`src/rtl/fb_mem_arbiter.sv`:
```
// Shares the data-memory port between the CPU and a framebuffer prefetcher feeding a pixel FIFO.
// Optional ARB_STATS_EN adds stall-cycle and underflow counters.
module fb_mem_arbiter #(
    parameter logic [31:0] FB_BASE    = 32'h0000_1000,
    parameter int          FB_WORDS   = 307200,
    parameter int          FIFO_DEPTH = 16,
    parameter int          LOW_WM     = 4
) (
    input  logic        i_clk,
    input  logic        i_rst_n,
    input  logic        i_cpu_req,
    input  logic        i_cpu_we,
    input  logic [31:0] i_cpu_addr,
    input  logic [31:0] i_cpu_wdata,
    output logic [31:0] o_cpu_rdata,
    output logic        o_cpu_stall,
    output logic        o_mem_we,
    output logic [31:0] o_mem_addr,
    output logic [31:0] o_mem_wdata,
    input  logic [31:0] i_mem_rdata,
    input  logic        i_frame_start,
    input  logic        i_px_rd,
    output logic [23:0] o_px_data,
    output logic        o_px_valid,
    output logic        o_underflow
`ifdef ARB_STATS_EN
    ,
    output logic [31:0] o_stall_cycles,
    output logic [15:0] o_underflow_cnt
`endif
);

    localparam int AW = $clog2(FIFO_DEPTH);
    localparam int CW = AW + 1;
    localparam logic [CW-1:0] DEPTH_C   = CW'(FIFO_DEPTH);
    localparam logic [CW-1:0] LOW_C     = CW'(LOW_WM);
    localparam logic [19:0]   LAST_PTR  = 20'(FB_WORDS - 1);

    typedef enum logic [1:0] {S_IDLE, S_REFILL, S_RUN, S_DONE} state_t;

    state_t      r_state;
    state_t      w_state_nxt;
    logic [19:0] r_fb_ptr;
    logic [CW-1:0] r_count;
    logic [AW-1:0] r_rd_ptr;
    logic [AW-1:0] r_wr_ptr;
    logic [23:0] r_fifo [FIFO_DEPTH];
    logic        r_underflow;
    logic [31:0] r_mem_addr;
    logic [31:0] r_mem_wdata;

    logic        w_vga_grant;
    logic        w_cpu_grant;
    logic        w_low;
    logic        w_pop;
    logic        w_empty_pop;
    logic        w_last;
    logic [31:0] w_addr;

    assign w_low       = r_count < LOW_C;
    assign w_pop       = i_px_rd && (r_count != '0);
    assign w_empty_pop = i_px_rd && (r_count == '0);
    assign w_last      = r_fb_ptr == LAST_PTR;

    always_comb begin
        w_vga_grant = 1'b0;
        w_cpu_grant = 1'b0;
        case (r_state)
            S_REFILL, S_RUN: begin
                if (w_low)
                    w_vga_grant = 1'b1;
                else if (i_cpu_req)
                    w_cpu_grant = 1'b1;
                else
                    w_vga_grant = r_count < DEPTH_C;
            end
            default: w_cpu_grant = i_cpu_req;
        endcase
    end

    // REFILL and RUN arbitrate identically; REFILL only marks the initial fill.
    always_comb begin
        w_state_nxt = r_state;
        if (i_frame_start) begin
            w_state_nxt = S_REFILL;
        end else begin
            case (r_state)
                S_REFILL: begin
                    if (w_vga_grant && w_last)
                        w_state_nxt = S_DONE;
                    else if (!w_low)
                        w_state_nxt = S_RUN;
                end
                S_RUN: begin
                    if (w_vga_grant && w_last)
                        w_state_nxt = S_DONE;
                end
                default: w_state_nxt = r_state;
            endcase
        end
    end

    always_ff @(posedge i_clk or negedge i_rst_n) begin
        if (!i_rst_n)
            r_state <= S_IDLE;
        else
            r_state <= w_state_nxt;
    end

    assign w_addr = w_vga_grant ? (FB_BASE + {10'd0, r_fb_ptr, 2'b00}) : i_cpu_addr;

    always_ff @(posedge i_clk or negedge i_rst_n) begin
        if (!i_rst_n) begin
            r_fb_ptr    <= '0;
            r_count     <= '0;
            r_rd_ptr    <= '0;
            r_wr_ptr    <= '0;
            r_underflow <= 1'b0;
            r_mem_addr  <= '0;
            r_mem_wdata <= '0;
            for (int i = 0; i < FIFO_DEPTH; i++)
                r_fifo[i] <= '0;
        end else begin
            if (w_vga_grant || w_cpu_grant)
                r_mem_addr <= w_addr;
            if (w_cpu_grant)
                r_mem_wdata <= i_cpu_wdata;
            if (w_empty_pop)
                r_underflow <= 1'b1;
            // Flush keeps the read pointer so px_data does not jump to a stale slot.
            if (i_frame_start) begin
                r_fb_ptr <= '0;
                r_count  <= '0;
                r_wr_ptr <= r_rd_ptr;
            end else begin
                if (w_vga_grant) begin
                    r_fifo[r_wr_ptr] <= i_mem_rdata[23:0];
                    r_wr_ptr         <= r_wr_ptr + AW'(1);
                    r_fb_ptr         <= r_fb_ptr + 20'd1;
                end
                if (w_pop)
                    r_rd_ptr <= r_rd_ptr + AW'(1);
                case ({w_vga_grant, w_pop})
                    2'b10:   r_count <= r_count + CW'(1);
                    2'b01:   r_count <= r_count - CW'(1);
                    default: r_count <= r_count;
                endcase
            end
        end
    end

    assign o_cpu_rdata = i_mem_rdata;
    assign o_cpu_stall = i_cpu_req && !w_cpu_grant;
    assign o_mem_we    = w_cpu_grant && i_cpu_we;
    assign o_mem_addr  = (w_vga_grant || w_cpu_grant) ? w_addr : r_mem_addr;
    assign o_mem_wdata = w_cpu_grant ? i_cpu_wdata : r_mem_wdata;
    assign o_px_data   = r_fifo[r_rd_ptr];
    assign o_px_valid  = r_count != '0;
    assign o_underflow = r_underflow;

`ifdef ARB_STATS_EN
    logic [31:0] r_stall_cycles;
    logic [15:0] r_underflow_cnt;

    always_ff @(posedge i_clk or negedge i_rst_n) begin
        if (!i_rst_n) begin
            r_stall_cycles  <= '0;
            r_underflow_cnt <= '0;
        end else if (i_frame_start) begin
            r_stall_cycles  <= '0;
            r_underflow_cnt <= '0;
        end else begin
            if (o_cpu_stall)
                r_stall_cycles <= r_stall_cycles + 32'd1;
            if (w_empty_pop && (r_underflow_cnt != 16'hFFFF))
                r_underflow_cnt <= r_underflow_cnt + 16'd1;
        end
    end

    assign o_stall_cycles  = r_stall_cycles;
    assign o_underflow_cnt = r_underflow_cnt;
`endif

endmodule

```
`config.mk`:
```
export PLATFORM = sky130hd
export DESIGN_NAME = fb_mem_arbiter
export DESIGN_NICKNAME = d
export VERILOG_FILES = /design/src/rtl/fb_mem_arbiter.sv
export SDC_FILE = /design/constraint.sdc
export NUM_CORES = 1
export LEC_CHECK = 0
export ABC_AREA = 1
export BUFFER_PORTS_ARGS = -buffer_cell sky130_fd_sc_hd__buf_2
export CORE_UTILIZATION = 59
export DETAILED_ROUTE_END_ITERATION = 7
export GPL_ROUTABILITY_DRIVEN = 0
export GPL_TIMING_DRIVEN = 0
export PLACE_DENSITY = 0.76
export SLEW_MARGIN = 20
export SYNTH_ARGS = -nofsm -noshare
export SYNTH_HDL_FRONTEND = slang
export SYNTH_SLANG_ARGS = --single-unit
```
`constraint.sdc`:
```
create_clock -name i_clk -period 2.75 [get_ports i_clk]
set_clock_uncertainty 0.05 [all_clocks]
set_input_delay 0.275 -clock i_clk [delete_from_list [all_inputs] [get_ports i_clk]]
set_output_delay 0.275 -clock i_clk [all_outputs]
set_load 0.02 [all_outputs]
```
==> results of run 1 <==
## sequential cells by signal, summed over array words and instances, names as in the netlist
signal	cells
r_wr_ptr	4
r_fifo	384
r_mem_addr	32
o_underflow	1
r_state	2
r_mem_wdata	32
r_count	5
r_rd_ptr	4
r_fb_ptr	20
## cell usage after synthesis (24+ instances only)
cell,n
buf_4,38
o22ai_1,116
o21ai_2,24
dfrtp_1,484
a21oi_1,27
nand2_1,588
nor2_1,259
buf_6,30
nand3_1,31
clkbuf_1,124
o21ai_1,187
o21ai_0,427
inv_1,83
buf_2,37
## cell type report
cell class	instances	area [µm²]	area share, %
flip-flops and latches	484	12120	42.91
multi-input cells	1770	9032	31.99
repair buffers	330	2461	8.717
plain buffers	236	1909	6.763
clock buffers	75	1516	5.371
well taps	504	630.6	2.234
inverters	86	342.8	1.214
clock inverters	17	221.5	0.7844
diodes	1	2.502	0.008864
## critical path, stage by stage (launching register included)
cell	delay (ns)
dfrtp_1	0.39
ha_1	0.30
inv_2	0.09
nand3_4	0.12
nand2_8	0.16
nand2_4	0.07
inv_4	0.09
buf_8	0.14
buf_8	0.17
nand2_1	0.10
o211ai_1	0.15
buf_4	0.20
## power breakdown
| group | total, W | internal [W] | switching (W) |
|---|---|---|---|
| Clock | 0.00721 | 0.00427 | 0.00294 |
| Combinational | 0.0203 | 0.00762 | 0.0126 |
| Sequential | 0.0122 | 0.0104 | 0.00187 |
| Total | 0.0397 | 0.0223 | 0.0175 |
## repair_timing
item / CTS / global route
hold endpoints to repair: 153 / 0
pin swaps: 25 / 41
setup endpoints to repair: 89 / 74
cloned: 1 / 3
hold buffers: 68 / 0
gates resized for setup: 281 / 129
setup buffers: 16 / 21
## logic make-up after synthesis
group	Yosys count	share of synthesized area (%)
buffers and inverters	323	7.434
xor gates and xnor gates	8	0.3152
adders and majority gates	11	0.6190
DFF	484	54.47
AOI/OAI and AO/OA	820	20.05
and+or+nand+nor	931	17.11
## metal layers
metal	up-vias	global-route usage, %
li1	9381	-
met1	10470	51.56
met2	1577	63.06
met3	450	8.699
met4	4	30.64
met5	-	0
## metrics by stage
| stage | utilization, % | hold slack (ns) |
|---|---|---|
| 4_1_cts | 74.93 | 0.005515 |
| 5_1_grt | 76.56 | 0.04108 |
| 3_3_place_gp | 64.94 | 0.3985 |
| 6_report | 76.57 | 0.01982 |
| 3_5_place_dp | 65.34 | 0.2697 |
| 2_1_floorplan | - | -0.07059 |
## final timing paths
path / from / endpoint / slack [ns] / cells past startpoint
worst min register to register: r_mem_wdata[21] / r_mem_wdata[21] / 0.42 / 2
worst max register to register: r_state[1] / r_fifo[380] / 0.14 / 12
worst min-delay path: i_mem_rdata[0] / r_fifo[120] / 0.02 / 3
max in group asynchronous: i_rst_n / r_fifo[192] / 1.19 / 4
worst max-delay path: r_state[1] / o_mem_addr[11] / -0.17 / 11
min in group asynchronous: i_rst_n / r_count[1] / 0.18 / 2
==> results.md, run 1 <==
- Max Clock Freq: 342.6 MHz
- CP Capture Type: output pin
- IO buf count: 216
- Normalized max-slew margin: 42.96%
- Failing checks: setup timing
- Worst skew pair latency: 0.61 ns
- Hpwl dp: 52.17 mm
- Die Area: 38470 µm²
- Row cnt: 70
- Gr ovfl total: 0
- Setup tns final: -2.038 ns
- Post-synth EDFFs: 0
- Initial Util: 60.30%
- CTS root buffer: clkbuf_16
- Post-DP Area: 24090 µm²
- Initial DRC count: 2795
- #FFs+latches synth: 484
- Primary FF master, synth: dfrtp_1
- Slew of the pin with the lowest slew margin: 0.8556 ns
- CP Max Fanout: 5
- Crit path DAT: 2.59 ns
- Leakage power total: 13.46 nW
- Minimum clock period: 2.919 ns
- Syn nets: 2690
- Synth Warn #: 0
- Cell Area, Synth: 22230 µm²
- Initial antenna violation count: 3
- Ports: 226
- Die Height: 196.1 µm
- Final hold violations: 0
- DP Cell Count: 3302
- Top Layer Used: met5
- Setup Viol. Count Final: 38
- TritonRoute pass-1 iters: 7
- First-pass GRT wire length: 119.2 mm
- Top cells by area, synth: dfrtp_1 (54%), nand2_1 (9.9%), o21ai_0 (9.6%)
- Final #Nets: 3070
- Most frequent cells in the layout: nand2_1 (576), dfrtp_1 (481), o21ai_0 (416)
- TritonCTS clock tree: built
- Placeable Area: 36870 µm²
- Ys async rst share: 100.0%
- Top-area cell type share of the netlist area: 54.47%
- Tightest Hold Check Type: input pin to flop
- Largest net degree at the start of global routing: 95
- Post-synthesis cell type count: 47
- Max Root-Sink Buffers: 3
- Filler cells: 2484
- RSZ-0062 raised after global routing: true
- Average instance area after synthesis: 8.628 µm²
- DRC Markers: 0
- Per-cell routed wire length: 23.40 µm
- Antenna Nets Post-Route: 0
- Worst EP required: 2.42 ns
- Pwr Total: 0.03971 W
- DR WL met3: 9.087 mm
- Cell Count, Final, Fillers Out: 3503
- Gr usage total: 41.06%
- Layout cells sized above 1: 22.52%
- Routed wire length: 81.96 mm
- Number of global-route vias before repair: 21170
- Max-cap viol count: 0
- Vias: 21880
- Pre-CTS WS: -0.3922 ns
- M1 WL: 29.18 mm
- Status: finished, violations left
- Die W: 196.1 µm
- Area leader, netlist: dfrtp_1
- Max-slew violation count: 0
- Final WS setup: -0.1685 ns
- CTS buffer count: 49
- Most common cell after layout, fill and taps aside: nand2_1
- P per Cell Area: 1407 nW/µm²
- Crit share post-route: 106.1%
- Synth Instances: 2577
- Vias/cell: 6.247
- Sequential share of the synthesized area: 54.47%
- Syn-to-layout area delta: 26.98%
- H-tree Lvls: 2
- Clk pin slew, worst setup/hold paths: 0.07 ns
- Final Cell Area: 28230 µm²
- CP Class: flop to output pin
- Clock sink count: 484
- Setup crit start kind: flop
- Wire length on met2: 36.56 mm
- Peak supply drop: 1.425 mV
Note: power is estimated with default switching activity, not from simulation.
==> inputs of run 2 (changes only) <==
CELL_PAD_IN_SITES_DETAIL_PLACEMENT = 1   (was not set)
CELL_PAD_IN_SITES_GLOBAL_PLACEMENT = 2   (was not set)
CORE_UTILIZATION = 36   (was 59)
CTS_CLUSTER_SIZE = 30   (was not set)
PLACE_DENSITY = 0.75   (was 0.76)
REMOVE_ABC_BUFFERS = 1   (was not set)
==> run 2 against run 1 <==
  * The flow still finishes with violations (setup timing)
  * Maximum frequency shrank 1.5%
  * Via count is 3.0% lower
  * Non-clock buffer count shrank 91
  * Setup slack worse by 0.043 ns
  * Register-to-register slack worse by 0.25 ns
  * Routed wire length up 17%
  * Final area increased by 8.6%
  * Die area is 63% higher
  * First-iteration DRC count is 41% lower
  * Critical path type unchanged
==> results.md, run 2 (synthesis results as in run 1) <==
- Layout cells sized above 1: 27.83% (+5.3 points)
- Crit share post-route: 107.7% (+1.6 points)
- Setup crit start kind: flop
- Cell Count, Final, Fillers Out: 3726 (+6.4%)
- Ports: 226 (unchanged)
- Max Root-Sink Buffers: 3 (unchanged)
- Hpwl dp: 41.04 mm (-21%)
- Max Clock Freq: 337.7 MHz (-1.5%)
- CP Max Fanout: 7 (+2)
- Largest regs: r_fifo: 384 flops, r_mem_addr: 32 flops, r_mem_wdata: 32 flops
- Vias/cell: 5.695 (-8.8%)
- Biggest register: r_fifo
- Worst EP required: 2.42 ns (about the same)
- Per-cell routed wire length: 25.71 µm (+9.9%)
- Row cnt: 90 (+29%)
- Initial antenna violation count: 1 (-2)
- Setup Viol. Count Final: 124 (+230%)
- Gr ovfl total: 0 (unchanged)
- Crit path launch: r_state[1]
- Max-slew violation count: 0 (unchanged)
- P per Cell Area: 1470 nW/µm² (+4.5%)
- TritonCTS clock tree: built
- DRC Markers: 0 (unchanged)
- Minimum clock period: 2.962 ns (+0.04311 ns)
- CP Capture Type: output pin
- First-pass GRT wire length: 135.0 mm (+13%)
- Status: finished, violations left
- Final #Nets: 3012 (-1.9%)
- Vias: 21220 (-3.0%)
- Most frequent cells in the layout: nand2_1 (566), dfrtp_1 (477), o21ai_0 (284)
- Crit path DAT: 2.64 ns (+0.05 ns)
- Final WS setup: -0.2116 ns (-0.04311 ns)
- Filler cells: 6794 (+170%)
- Final core occ: 50.53% (-26 points)
- Gr usage total: 28.28% (-13 points)
- Final hold violations: 0 (unchanged)
- RSZ-0062 raised after global routing: true
- Worst skew pair latency: 0.63 ns (+0.02 ns)
- Die Height: 250.5 µm (+28%)
- Failing checks: setup timing
- Peak supply drop: 0.5786 mV (-59%)
- Number of global-route vias before repair: 21420 (+1.2%)
- Max reg flops: 384 (unchanged)
- IO buf count: 209 (-3.2%)
- Tightest Hold Check Type: input pin to flop
- Antenna Nets Post-Route: 0 (unchanged)
- CTS root buffer: clkbuf_16
- Syn-to-layout area delta: 37.95%
- Largest net degree at the start of global routing: 99 (+4.2%)
- Placeable Area: 60700 µm² (+65%)
- H-tree Lvls: 2 (unchanged)
- Pre-CTS WS: -0.8768 ns (-0.4845 ns)
- Leakage power total: 14.14 nW (+5.0%)
- Clock sink count: 484 (unchanged)
- Area of the multi-input gates: 9881 µm² (+9.4%)
- Clk pin slew, worst setup/hold paths: 0.06 ns (about the same)
- Die Area: 62760 µm² (+63%)
- Most common cell after layout, fill and taps aside: nand2_1
- DP Cell Count: 3368 (+2.0%)
- Max-cap viol count: 0 (unchanged)
- Min-delay src: i_cpu_addr[16]
- Slew of the pin with the lowest slew margin: 0.9232 ns (+0.06760 ns)
- Die W: 250.5 µm (+28%)
- TritonRoute pass-1 iters: 5 (-2)
- Initial DRC count: 1659 (-41%)
- CP Class: flop to output pin
- Initial Util: 36.63% (-24 points)
- Routed wire length: 95.81 mm (+17%)
- Reg area: 12130 µm² (+0.12%)
- Normalized max-slew margin: 38.45% (-4.5 points)
- CTS buffer count: 57 (+16%)
- Reg2reg start: r_state[0]
## run 2: cell count changes in the layout (fill, tap and decap cells not counted), moves of 21 or more
cell      previous run  this run
buf_12               8        29
buf_16               5        39
buf_2              197       136
clkbuf_1            72        10
nor2_1             256       201
nor2_2               6        42
o21ai_0            416       284
o21ai_1            198       277
o21ai_2             24        71
## run 2: stage by stage
step | hold WS [ns] | TNS [ns] | area [µm²] | total power [W]
3_3_place_gp | 0.4016 | -5011.59 | 22930 | 0.02477
4_1_cts | 0.04466 | -6.462 | 28890 | 0.04104
3_5_place_dp | 0.1786 | -107.76 | 23720 | 0.02692
5_1_grt | 0.03349 | -20.04 | 30670 | 0.04730
2_1_floorplan | -0.07059 | -131.44 | 20910 | 0.02133
6_report | 0.04983 | -8.069 | 30670 | 0.04508
## run 2: worst max-delay path, stage by stage (launching register included)
cell        delay [ns]
dfrtp_1           0.42
ha_4              0.30
inv_4             0.05
nand3_4           0.10
buf_4             0.17
nand2_8           0.08
nand2_8           0.11
clkinvlp_4        0.19
buf_12            0.21
a22o_1            0.24
buf_6             0.14
## run 2: area by class of cell
type | count | share of cell area, %
timing repair buffer | 475 | 16.47
clock inverter | 19 | 0.7425
timing repair inverter | 15 | 0.7588
antenna | 1 | 0.008159
clock buffer | 84 | 5.609
sequential | 484 | 39.55
multi-input combinational | 1780 | 32.22
tap | 782 | 3.190
inverter | 86 | 1.456
## run 2: where the power goes
group          switching [W]  internal, W  leakage, nW
registers            0.00217       0.0104         6.22
clock network        0.00321      0.00477        0.973
logic                 0.0142       0.0103         6.94
total                 0.0196       0.0255         14.1
## run 2: metal layers
layer  track usage, %  vias up  wire length (µm)
met3            3.845      227              5743
met5                0        -                 0
met2            46.33      748             46010
li1                 -     9334                 -
met1            38.43    10910             40760
met4            9.676        0              3298
## run 2: final timing paths
kind / to / slack [ns] / cells past startpoint
max in group asynchronous: r_fifo[3] / 1.22 / 4
worst max-delay path: o_mem_addr[0] / -0.21 / 10
worst min-delay path: r_mem_addr[16] / 0.05 / 4
min in group asynchronous: r_mem_wdata[26] / 0.12 / 2
worst max register to register: r_fifo[368] / -0.11 / 11
worst min register to register: o_underflow / 0.41 / 1
## run 2: repair_timing
item	CTS	global route
hold buffers	63	0
endpoints found under the setup margin	416	271
resized for setup	322	340
setup buffers	92	59
pin swaps	75	150
cloned	43	17
endpoints found under the hold margin	192	0
